**src/rtl/riscv_ctrl_pkg.sv**
```systemverilog
// Shared definitions for the RV32I multi-cycle control unit.
//   - opcode constants for the supported instruction classes
//   - ALUOp and ALUControl codes
//   - FSM state enum (encodings are visible on state_dbg)
//   - datapath select encodings for ALUSrcA, ALUSrcB, ResultSrc, ImmSrc
package riscv_ctrl_pkg;

    localparam logic [6:0] OP_LOAD   = 7'b0000011;
    localparam logic [6:0] OP_STORE  = 7'b0100011;
    localparam logic [6:0] OP_RTYPE  = 7'b0110011;
    localparam logic [6:0] OP_ITYPE  = 7'b0010011;
    localparam logic [6:0] OP_BRANCH = 7'b1100011;
    localparam logic [6:0] OP_JAL    = 7'b1101111;

    // ALUOp: what the FSM asks of the ALU decoder
    localparam logic [1:0] ALUOP_ADD   = 2'b00;
    localparam logic [1:0] ALUOP_SUB   = 2'b01;
    localparam logic [1:0] ALUOP_FUNCT = 2'b10;

    // ALUControl codes seen by the ALU
    localparam logic [2:0] ALU_ADD = 3'b000;
    localparam logic [2:0] ALU_SUB = 3'b001;
    localparam logic [2:0] ALU_AND = 3'b010;
    localparam logic [2:0] ALU_OR  = 3'b011;
    localparam logic [2:0] ALU_SLT = 3'b101;

    typedef enum logic [3:0] {
        S_FETCH    = 4'd0,
        S_DECODE   = 4'd1,
        S_MEMADR   = 4'd2,
        S_MEMREAD  = 4'd3,
        S_MEMWB    = 4'd4,
        S_MEMWRITE = 4'd5,
        S_EXECR    = 4'd6,
        S_EXECI    = 4'd7,
        S_ALUWB    = 4'd8,
        S_BEQ      = 4'd9,
        S_JAL      = 4'd10,
        S_HALT     = 4'd11
    } state_e;

    localparam logic [1:0] SRCA_PC    = 2'b00;
    localparam logic [1:0] SRCA_OLDPC = 2'b01;
    localparam logic [1:0] SRCA_A     = 2'b10;

    localparam logic [1:0] SRCB_B    = 2'b00;
    localparam logic [1:0] SRCB_IMM  = 2'b01;
    localparam logic [1:0] SRCB_FOUR = 2'b10;

    localparam logic [1:0] RES_ALUOUT    = 2'b00;
    localparam logic [1:0] RES_DATA      = 2'b01;
    localparam logic [1:0] RES_ALURESULT = 2'b10;

    localparam logic [1:0] IMM_I = 2'b00;
    localparam logic [1:0] IMM_S = 2'b01;
    localparam logic [1:0] IMM_B = 2'b10;
    localparam logic [1:0] IMM_J = 2'b11;

    function automatic logic is_legal_op(input logic [6:0] op);
        return op inside {OP_LOAD, OP_STORE, OP_RTYPE, OP_ITYPE, OP_BRANCH, OP_JAL};
    endfunction

endpackage

```
**src/rtl/alu_decoder.sv**
```systemverilog
// Combinational ALU decoder.
//   alu_op      in  2  request from the FSM (add / sub / by funct3)
//   funct3      in  3  IR[14:12]
//   op5         in  1  IR[5]: 1 for R-type, 0 for I-type ALU ops
//   funct7b5    in  1  IR[30]
//   alu_control out 3  ALU operation code
module alu_decoder
    import riscv_ctrl_pkg::*;
(
    input  logic [1:0] alu_op,
    input  logic [2:0] funct3,
    input  logic       op5,
    input  logic       funct7b5,
    output logic [2:0] alu_control
);

    always_comb begin
        alu_control = ALU_ADD;
        case (alu_op)
            ALUOP_ADD: alu_control = ALU_ADD;
            ALUOP_SUB: alu_control = ALU_SUB;
            ALUOP_FUNCT: begin
                case (funct3)
                    // funct7b5 only means sub for R-type; for addi it is immediate bit 10
                    3'b000:  alu_control = (op5 && funct7b5) ? ALU_SUB : ALU_ADD;
                    3'b010:  alu_control = ALU_SLT;
                    3'b110:  alu_control = ALU_OR;
                    3'b111:  alu_control = ALU_AND;
                    default: alu_control = ALU_ADD;
                endcase
            end
            default: alu_control = ALU_ADD;
        endcase
    end

endmodule

```
**src/rtl/multicycle_ctrl_fsm.sv**
```systemverilog
// Moore control FSM for the RV32I multi-cycle datapath.
//   clk, reset                 clock, async active-high reset
//   op, funct3, funct7b5, Zero instruction fields and ALU zero flag
//   PCWrite ... ALUControl     datapath enables and mux selects
//   illegal_op                 pulse in DECODE for an unsupported opcode
//   halted                     high while trapped in HALT
//   instret                    retired-instruction counter (wraps)
//   state_dbg                  current state encoding
module multicycle_ctrl_fsm
    import riscv_ctrl_pkg::*;
#(
    parameter bit ILLEGAL_TRAP = 1'b1,
    parameter int INSTRET_W    = 32
) (
    input  logic                 clk,
    input  logic                 reset,
    input  logic [6:0]           op,
    input  logic [2:0]           funct3,
    input  logic                 funct7b5,
    input  logic                 Zero,
    output logic                 PCWrite,
    output logic                 AdrSrc,
    output logic                 MemWrite,
    output logic                 IRWrite,
    output logic                 RegWrite,
    output logic [1:0]           ResultSrc,
    output logic [1:0]           ALUSrcA,
    output logic [1:0]           ALUSrcB,
    output logic [1:0]           ImmSrc,
    output logic [2:0]           ALUControl,
    output logic                 illegal_op,
    output logic                 halted,
    output logic [INSTRET_W-1:0] instret,
    output logic [3:0]           state_dbg
);

    state_e                 state_q, state_d;
    logic [INSTRET_W-1:0]   instret_q, instret_d;

    logic       pc_update, branch, ir_write, reg_write, mem_write, adr_src;
    logic [1:0] alu_op, result_src, alu_src_a, alu_src_b, imm_src;

    always_ff @(posedge clk or posedge reset) begin
        if (reset) begin
            state_q   <= S_FETCH;
            instret_q <= '0;
        end else begin
            state_q   <= state_d;
            instret_q <= instret_d;
        end
    end

    always_comb begin
        state_d = state_q;
        case (state_q)
            S_FETCH:  state_d = S_DECODE;
            S_DECODE: begin
                case (op)
                    OP_LOAD, OP_STORE: state_d = S_MEMADR;
                    OP_RTYPE:          state_d = S_EXECR;
                    OP_ITYPE:          state_d = S_EXECI;
                    OP_BRANCH:         state_d = S_BEQ;
                    OP_JAL:            state_d = S_JAL;
                    default:           state_d = ILLEGAL_TRAP ? S_HALT : S_FETCH;
                endcase
            end
            // op[5] separates sw from lw; the IR is stable for the whole instruction
            S_MEMADR:   state_d = op[5] ? S_MEMWRITE : S_MEMREAD;
            S_MEMREAD:  state_d = S_MEMWB;
            S_EXECR, S_EXECI, S_JAL: state_d = S_ALUWB;
            S_MEMWB, S_MEMWRITE, S_ALUWB, S_BEQ: state_d = S_FETCH;
            S_HALT:     state_d = S_HALT;
            default:    state_d = S_FETCH;
        endcase
    end

    // An instruction retires on the edge leaving its last state.
    always_comb begin
        instret_d = instret_q;
        if (state_q inside {S_MEMWB, S_MEMWRITE, S_ALUWB, S_BEQ}) begin
            instret_d = instret_q + INSTRET_W'(1);
        end
    end

    always_comb begin
        pc_update  = 1'b0;
        branch     = 1'b0;
        ir_write   = 1'b0;
        reg_write  = 1'b0;
        mem_write  = 1'b0;
        adr_src    = 1'b0;
        alu_op     = ALUOP_ADD;
        result_src = RES_ALUOUT;
        alu_src_a  = SRCA_PC;
        alu_src_b  = SRCB_B;
        imm_src    = IMM_I;
        case (state_q)
            S_FETCH: begin
                ir_write   = 1'b1;
                pc_update  = 1'b1;
                alu_src_b  = SRCB_FOUR;
                result_src = RES_ALURESULT;
            end
            S_DECODE: begin
                // precompute the branch target into ALUOut
                alu_src_a = SRCA_OLDPC;
                alu_src_b = SRCB_IMM;
                imm_src   = IMM_B;
            end
            S_MEMADR: begin
                alu_src_a = SRCA_A;
                alu_src_b = SRCB_IMM;
                imm_src   = op[5] ? IMM_S : IMM_I;
            end
            S_MEMREAD:  adr_src = 1'b1;
            S_MEMWB: begin
                result_src = RES_DATA;
                reg_write  = 1'b1;
            end
            S_MEMWRITE: begin
                adr_src   = 1'b1;
                mem_write = 1'b1;
            end
            S_EXECR: begin
                alu_src_a = SRCA_A;
                alu_op    = ALUOP_FUNCT;
            end
            S_EXECI: begin
                alu_src_a = SRCA_A;
                alu_src_b = SRCB_IMM;
                alu_op    = ALUOP_FUNCT;
            end
            S_ALUWB:    reg_write = 1'b1;
            S_BEQ: begin
                alu_src_a = SRCA_A;
                alu_op    = ALUOP_SUB;
                branch    = 1'b1;
            end
            S_JAL: begin
                // PC <= branch target from DECODE, ALU computes OldPC+4 for rd
                alu_src_a = SRCA_OLDPC;
                alu_src_b = SRCB_FOUR;
                imm_src   = IMM_J;
                pc_update = 1'b1;
            end
            default: ;
        endcase
    end

    alu_decoder u_alu_decoder (
        .alu_op      (alu_op),
        .funct3      (funct3),
        .op5         (op[5]),
        .funct7b5    (funct7b5),
        .alu_control (ALUControl)
    );

    // Write enables are held off for the whole reset pulse, including the
    // part of a cycle before the state register has been forced to FETCH.
    assign PCWrite    = ~reset & (pc_update | (branch & Zero));
    assign IRWrite    = ~reset & ir_write;
    assign RegWrite   = ~reset & reg_write;
    assign MemWrite   = ~reset & mem_write;
    assign AdrSrc     = adr_src;
    assign ResultSrc  = result_src;
    assign ALUSrcA    = alu_src_a;
    assign ALUSrcB    = alu_src_b;
    assign ImmSrc     = imm_src;
    assign illegal_op = (state_q == S_DECODE) && !is_legal_op(op);
    assign halted     = (state_q == S_HALT);
    assign instret    = instret_q;
    assign state_dbg  = state_q;

endmodule

```
**config.mk**
```make
export PLATFORM = sky130hd
export DESIGN_NAME = multicycle_ctrl_fsm
export DESIGN_NICKNAME = d
export VERILOG_FILES = /design/src/rtl/riscv_ctrl_pkg.sv /design/src/rtl/alu_decoder.sv /design/src/rtl/multicycle_ctrl_fsm.sv
export SDC_FILE = /design/constraint.sdc
export NUM_CORES = 1
export LEC_CHECK = 0
export CORE_ASPECT_RATIO = 1.2
export CORE_MARGIN = 3
export CORE_UTILIZATION = 49
export CTS_BUF_LIST = sky130_fd_sc_hd__clkbuf_16
export CTS_CLUSTER_SIZE = 40
export DETAILED_ROUTE_END_ITERATION = 8
export GPL_TIMING_DRIVEN = 0
export PLACE_DENSITY = 0.85
export SYNTH_ARGS = -nofsm -noshare
export SYNTH_HDL_FRONTEND = slang
export SYNTH_SLANG_ARGS = --single-unit
```
**constraint.sdc**
```tcl
create_clock -name clk -period 4.8 [get_ports clk]
set_input_delay 0.96 -clock clk [delete_from_list [all_inputs] [get_ports clk]]
set_output_delay 0.96 -clock clk [all_outputs]
set_load 0.1 [all_outputs]
```
==> flow_metrics.py, run 1 <==
metrics = {
    "clocking": {
        "cts_sinks": 36,
        "post_cts_buffers": 0,
        "ctsResizeCount": 0,
        "cts_tree": "done",
        "path_clk_slew_ns": 0.05,
        "clock_path_buffers": 2,
        "h-tree-depth": 2,
        "worst_skew_pair.late_latency_ns": 0.28,
        "cts_inserted_buffers": 5,
        "ctsHoldBuffers": 0,
        "clockRootBuffer": "clkbuf_16",
    },
    "global_route": {
        "grt_pass1_vias": 1788,
        "track_usage_pct": 21.0,
        "antenna_found_initial": 0,
        "grt_pass1_wl_um": 7900,
        "grt_overflow": 0,
        "grt_max_degree": 37,
    },
    "final_layout": {
        "postLayoutCellArea_um2": 2910,
        "diodes": 0,
        "synthToLayoutAreaGrowth_pct": 46.2,
        "drive_above_1_share_pct": 8.80,
        "finalNetCount": 301,
        "final_cell_count_no_fill": 336,
        "final_common_cell": "clkdlybuf4s50_1",
        "utilization_pct": 77.0,
        "layout_common_cells": "clkdlybuf4s50_1 (67), dfrtp_1 (36), nor2_1 (24), xnor2_1 (23), nand2_1 (18)",
    },
    "pwr": {
        "total_power_mw": 1.91,
        "p_per_area_nw_per_um2": 657,
        "seq_power_share_pct": 20.9,
        "clkPwrFrac_pct": 15.5,
        "ir_drop_mv": 0.789,
        "pwr-share-comb_pct": 63.6,
        "leakage_nw": 1.25,
        "p_sw_share_pct": 57.6,
        "power.switching_mw": 1.10,
        "p_int_mw": 0.812,
    },
    "synth": {
        "synth-edff-count": 0,
        "synth_cell_type_count": 40,
        "synth.area.top_cells": "dfrtp_1 (45%), xnor2_1 (10%), xor2_1 (4.8%), nor2_1 (4.7%), nand3_1 (3.8%)",
        "synth_top_area_share_pct": 45.2,
        "synth_area_per_cell_um2": 9.54,
        "ys_seq_area_share_pct": 45.2,
        "synth_cells": 209,
        "yosys_most_used_dff": "dfrtp_1",
        "synth_nets": 226,
        "syn_area_um2": 1990,
        "synth_warnings": 0,
        "yosysTopAreaCell": "dfrtp_1",
        "async_flop_share_pct": 100,
        "ys_ff_latch": 36,
    },
    "route": {
        "firstDrtPassIters": 6,
        "drt.antenna.violating_nets": 0,
        "routed_wl_um": 4880,
        "avgRoutedWirePerCell_um": 14.5,
        "vias": 1827,
        "vias_per_cell": 5.44,
        "drtIter0Drc": 86,
        "drc": 0,
    },
    "timing": {
        "hold_slack_ns": 0.482,
        "setup_viol_count_final": 0,
        "min_period_ns": 4.17,
        "rsz0062_at_grt": "false",
        "slew_violations": 0,
        "fmax_mhz": 240,
        "timing.slew.headroom_pct": 33.6,
        "setup_ws_ns": 0.633,
        "fin_skew_ns": 0.00397,
        "tightest_slew_ns": 0.993,
        "fin_tns_setup_ns": 0,
        "fin_crit_sh_pct": 86.8,
        "hold_viol": 0,
    },
    "run_status": {
        "outcome": "finished clean",
    },
    "floorplan": {
        "core_um2": 3780,
        "die_h_um": 75.9,
        "fp.dieW_um": 64.2,
        "rows": 24,
        "io_pins": 68,
        "dieArea_um2": 4870,
        "start_util_pct": 52.7,
    },
    "run": {
        "maxCapViolations": 0,
    },
    "setup_path": {
        "worstPathMaxFanout": 10,
        "end_kind": "output pin",
        "start_kind": "register",
        "arrival_ns": 3.21,
        "r2r_cells": 5,
        "crit_required_ns": 3.84,
        "critPathKind": "reg -> out",
        "regToRegSetupSlack_ns": 2.84,
    },
    "place": {
        "place_congestion": 0.814,
        "dp.cells": 328,
        "place_area_um2": 2750,
        "dpl_worst_slack_ns": 0.686,
        "portBuffers": 67,
        "post-dp-hpwl_um": 3660,
    },
    "hold_path": {
        "hp-class": "reg -> reg",
        "min_path_cells": 1,
    },
}
-- final timing paths --
kind	to	startpoint
setup / recovery	ALUControl[1]	state_dbg[2]$_DFF_PP0_
hold / removal	instret[31]$_DFFE_PP0P_	instret[31]$_DFFE_PP0P_
setup reg to reg	instret[31]$_DFFE_PP0P_	instret[8]$_DFFE_PP0P_
hold reg to reg	instret[31]$_DFFE_PP0P_	instret[31]$_DFFE_PP0P_
max in group asynchronous	instret[10]$_DFFE_PP0P_	reset
min in group asynchronous	instret[5]$_DFFE_PP0P_	reset
-- kinds of logic (layout without fill, tap and decap cells) --
| family | Yosys count | after routing | synth area share [%] |
|---|---|---|---|
| compound gates | 18 | 18 | 5.71 |
| xor+xnor | 34 | 34 | 14.9 |
| fa+ha+maj | 3 | 3 | 1.88 |
| buf+inv | 15 | 90 | 2.89 |
| flops | 36 | 36 | 45.2 |
| mux | 1 | 1 | 0.565 |
| simple gates | 102 | 102 | 28.8 |
-- power groups by stage --
stage | clock network, mW | registers [mW] | logic (mW)
5_1_grt | 0.315 | 0.408 | 1.27
3_5_place_dp | 0 | 0.404 | 1.22
4_1_cts | 0.301 | 0.399 | 1.22
6_report | 0.296 | 0.400 | 1.22
3_3_place_gp | 0 | 0.401 | 1.20
2_1_floorplan | 0 | 0.673 | 0.675
-- worst max-delay path, cell delays in order, from the launching register on --
cell	delay [ns]
dfrtp_1	0.47
clkbuf_1	0.44
nand2b_1	0.18
nor2_1	0.18
inv_1	0.06
ha_1	0.30
nor3_2	0.15
clkdlybuf4s50_1	1.15
-- routing by layer --
metal / GRT usage [%] / vias to the layer above / share of wire (%)
met5: 0 / - / 0
met4: 12.0 / 0 / 1.5
met3: 5.31 / 8 / 6.2
met2: 38.2 / 66 / 52
met1: 22.5 / 880 / 40
li1: - / 873 / -
-- cell usage after synthesis, types with 2 or more instances --
cell type / instances
a21oi_1: 6
inv_1: 9
o21ai_0: 3
and3_1: 5
nor2_1: 25
nand2_1: 18
or3_1: 3
ha_1: 3
xor2_1: 11
nor4_4: 3
nand2b_1: 4
nor4_1: 2
nand3_1: 15
nand4_1: 4
nor3_1: 9
xnor2_1: 23
nor2_2: 3
clkbuf_1: 4
nor3b_1: 2
nand4_2: 2
dfrtp_1: 36
-- sequential cells by signal, indices dropped and copies added (netlist names) --
| name | cells |
|---|---|
| instret | 32 |
| state_dbg | 4 |
-- layout make-up --
cell class	instances	area (um^2)
Fill cell	283	870
Buffer	6	23.8
Timing Repair Buffer	68	698
Clock inverter	2	8.76
Clock buffer	5	125
Multi-Input combinational cell	158	1060
Tap cell	52	65.1
Sequential cell	36	901
Inverter	9	33.8
Note: power is estimated with default switching activity, not from simulation.
==> run 2, diff against run 1 <==
--- a/config.mk
+++ b/config.mk
@@ -5,14 +5,15 @@
 export SDC_FILE = /design/constraint.sdc
 export NUM_CORES = 1
 export LEC_CHECK = 0
+export CAP_MARGIN = 15
 export CORE_ASPECT_RATIO = 1.2
 export CORE_MARGIN = 3
-export CORE_UTILIZATION = 49
+export CORE_UTILIZATION = 45
 export CTS_BUF_LIST = sky130_fd_sc_hd__clkbuf_16
 export CTS_CLUSTER_SIZE = 40
 export DETAILED_ROUTE_END_ITERATION = 8
 export GPL_TIMING_DRIVEN = 0
-export PLACE_DENSITY = 0.85
+export PLACE_DENSITY = 0.79
 export SYNTH_ARGS = -nofsm -noshare
 export SYNTH_HDL_FRONTEND = slang
 export SYNTH_SLANG_ARGS = --single-unit
==> constraint.sdc (replaced) <==
create_clock -name clk -period 4.2 [get_ports clk]
set_input_delay 0.84 -clock clk [delete_from_list [all_inputs] [get_ports clk]]
set_output_delay 0.84 -clock clk [all_outputs]
set_load 0.1 [all_outputs]
==> flow_metrics.py, run 2 (synthesized netlist as in run 1, its figures left out) <==
metrics = {
    "final_layout": {
        "layout_common_cells": "clkdlybuf4s50_1 (65), dfrtp_1 (36), nor2_1 (24), xnor2_1 (23), nand2_1 (18)",
        "drive_above_1_share_pct": 9.86,
        "diodes": 0,
        "fillers": 303,
        "finalNetCount": 301,
        "synthToLayoutAreaGrowth_pct": 47.5,
        "postLayoutCellArea_um2": 2940,
        "largest_reg_flops": 32,
        "utilization_pct": 71.8,
        "final_cell_count_no_fill": 338,
        "final_common_cell": "clkdlybuf4s50_1",
    },
    "clocking": {
        "cts_tree": "done",
        "cts_sinks": 36,
        "post_cts_buffers": 0,
        "cts_inserted_buffers": 5,
        "h-tree-depth": 2,
        "path_clk_slew_ns": 0.05,
        "worst_skew_pair.late_latency_ns": 0.27,
        "clockRootBuffer": "clkbuf_16",
        "clock_path_buffers": 2,
    },
    "floorplan": {
        "core_um2": 4100,
        "start_util_pct": 48.6,
        "io_pins": 68,
        "die_h_um": 78.9,
        "rows": 25,
        "dieArea_um2": 5270,
        "fp.dieW_um": 66.8,
    },
    "place": {
        "dp.cells": 331,
        "place_area_um2": 2800,
        "dpl_worst_slack_ns": 0.325,
        "place_congestion": 0.841,
        "post-dp-hpwl_um": 3500,
        "portBuffers": 67,
    },
    "timing": {
        "rsz0062_at_grt": "false",
        "setup_viol_count_final": 0,
        "fin_crit_sh_pct": 94.2,
        "fin_tns_setup_ns": 0,
        "fin_skew_ns": 0.00253,
        "tightest_slew_ns": 1.01,
        "hold_viol": 0,
        "slew_violations": 0,
        "min_period_ns": 3.96,
        "hold_slack_ns": 0.472,
        "setup_ws_ns": 0.244,
        "fmax_mhz": 253,
        "timing.slew.headroom_pct": 32.7,
    },
    "pwr": {
        "total_power_mw": 2.19,
        "leakage_nw": 1.29,
        "ir_drop_mv": 0.805,
        "p_per_area_nw_per_um2": 745,
    },
    "setup_path": {
        "crit_path_cell_trace": "clkbuf_1 > nand2b_1 > nor2_1 > ha_1 > nand2_1 > nor3_2 > clkdlybuf4s50_1",
        "start_kind": "register",
        "slowest_stage": "clkdlybuf4s50_1",
        "slowest_delay_ns": 1.15,
        "critPathKind": "reg -> out",
        "end_kind": "output pin",
        "arrival_ns": 3.12,
        "crit_required_ns": 3.36,
        "worstPathMaxFanout": 10,
    },
    "run": {
        "maxCapViolations": 0,
    },
    "global_route": {
        "antenna_found_initial": 0,
        "grt_pass1_vias": 1850,
        "track_usage_pct": 19.8,
        "grt_pass1_wl_um": 8220,
        "grt_max_degree": 22,
        "grt_overflow": 0,
    },
    "route": {
        "drc": 0,
        "vias_per_cell": 5.30,
        "routed_wl_um": 4690,
        "firstDrtPassIters": 4,
        "drtIter0Drc": 80,
        "drt.antenna.violating_nets": 0,
        "vias": 1793,
        "avgRoutedWirePerCell_um": 13.9,
    },
    "hold_path": {
        "hp-class": "reg -> reg",
    },
    "run_status": {
        "outcome": "finished clean",
    },
}
-- run 2: power breakdown --
group | internal (mW) | switching (mW) | leakage [nW] | total, mW
Combinational | 0.323 | 1.08 | 0.743 | 1.40
Sequential | 0.395 | 0.0610 | 0.487 | 0.456
Clock | 0.211 | 0.120 | 0.0648 | 0.332
Total | 0.930 | 1.26 | 1.29 | 2.19
-- run 2: path summary, 6_finish.rpt --
check	start	endpoint	slack, ns	depth (start not counted)
setup / recovery	state_dbg[2]$_DFF_PP0_	ALUControl[2]	0.24	7
hold / removal	instret[31]$_DFFE_PP0P_	instret[31]$_DFFE_PP0P_	0.47	1
setup reg to reg	state_dbg[3]$_DFF_PP0_	instret[15]$_DFFE_PP0P_	2.22	6
hold reg to reg	instret[31]$_DFFE_PP0P_	instret[31]$_DFFE_PP0P_	0.47	1
max in group asynchronous	reset	instret[27]$_DFFE_PP0P_	2.55	3
min in group asynchronous	reset	state_dbg[2]$_DFF_PP0_	1.11	2
-- run 2: cell type report --
class	count	area, um^2	area share (%)
Multi-Input combinational cell	158	1080	36.7
Sequential cell	36	901	30.6
Timing Repair Buffer	68	703	23.9
Clock buffer	5	125	4.26
Tap cell	54	67.6	2.30
Inverter	9	33.8	1.15
Buffer	6	23.8	0.809
Clock inverter	2	7.51	0.255
-- run 2: timing repair --
action | 4_1_cts | 5_1_grt
resized for setup | 0 | 2
hold buffers | 0 | 0
setup endpoints to repair | 0 | 2
-- run 2: metal layers --
metal | up-vias | share of wire (%) | track usage [%] | routed length, um
met5 | - | 0 | 0 | 0
met3 | 6 | 7.7 | 6.08 | 361
met2 | 65 | 50 | 33.5 | 2320
met1 | 859 | 41 | 23.4 | 1930
met4 | 0 | 1.6 | 6.71 | 73
li1 | 863 | - | - | -
-- run 2: worst max-delay path, delay by kind of cell, from the launching register on --
family                     cells  cell delay, ns
and+or+nand+nor                4            0.56
DFF                            1            0.48
adders and majority gates      1            0.19
buffers and inverters          2            1.61
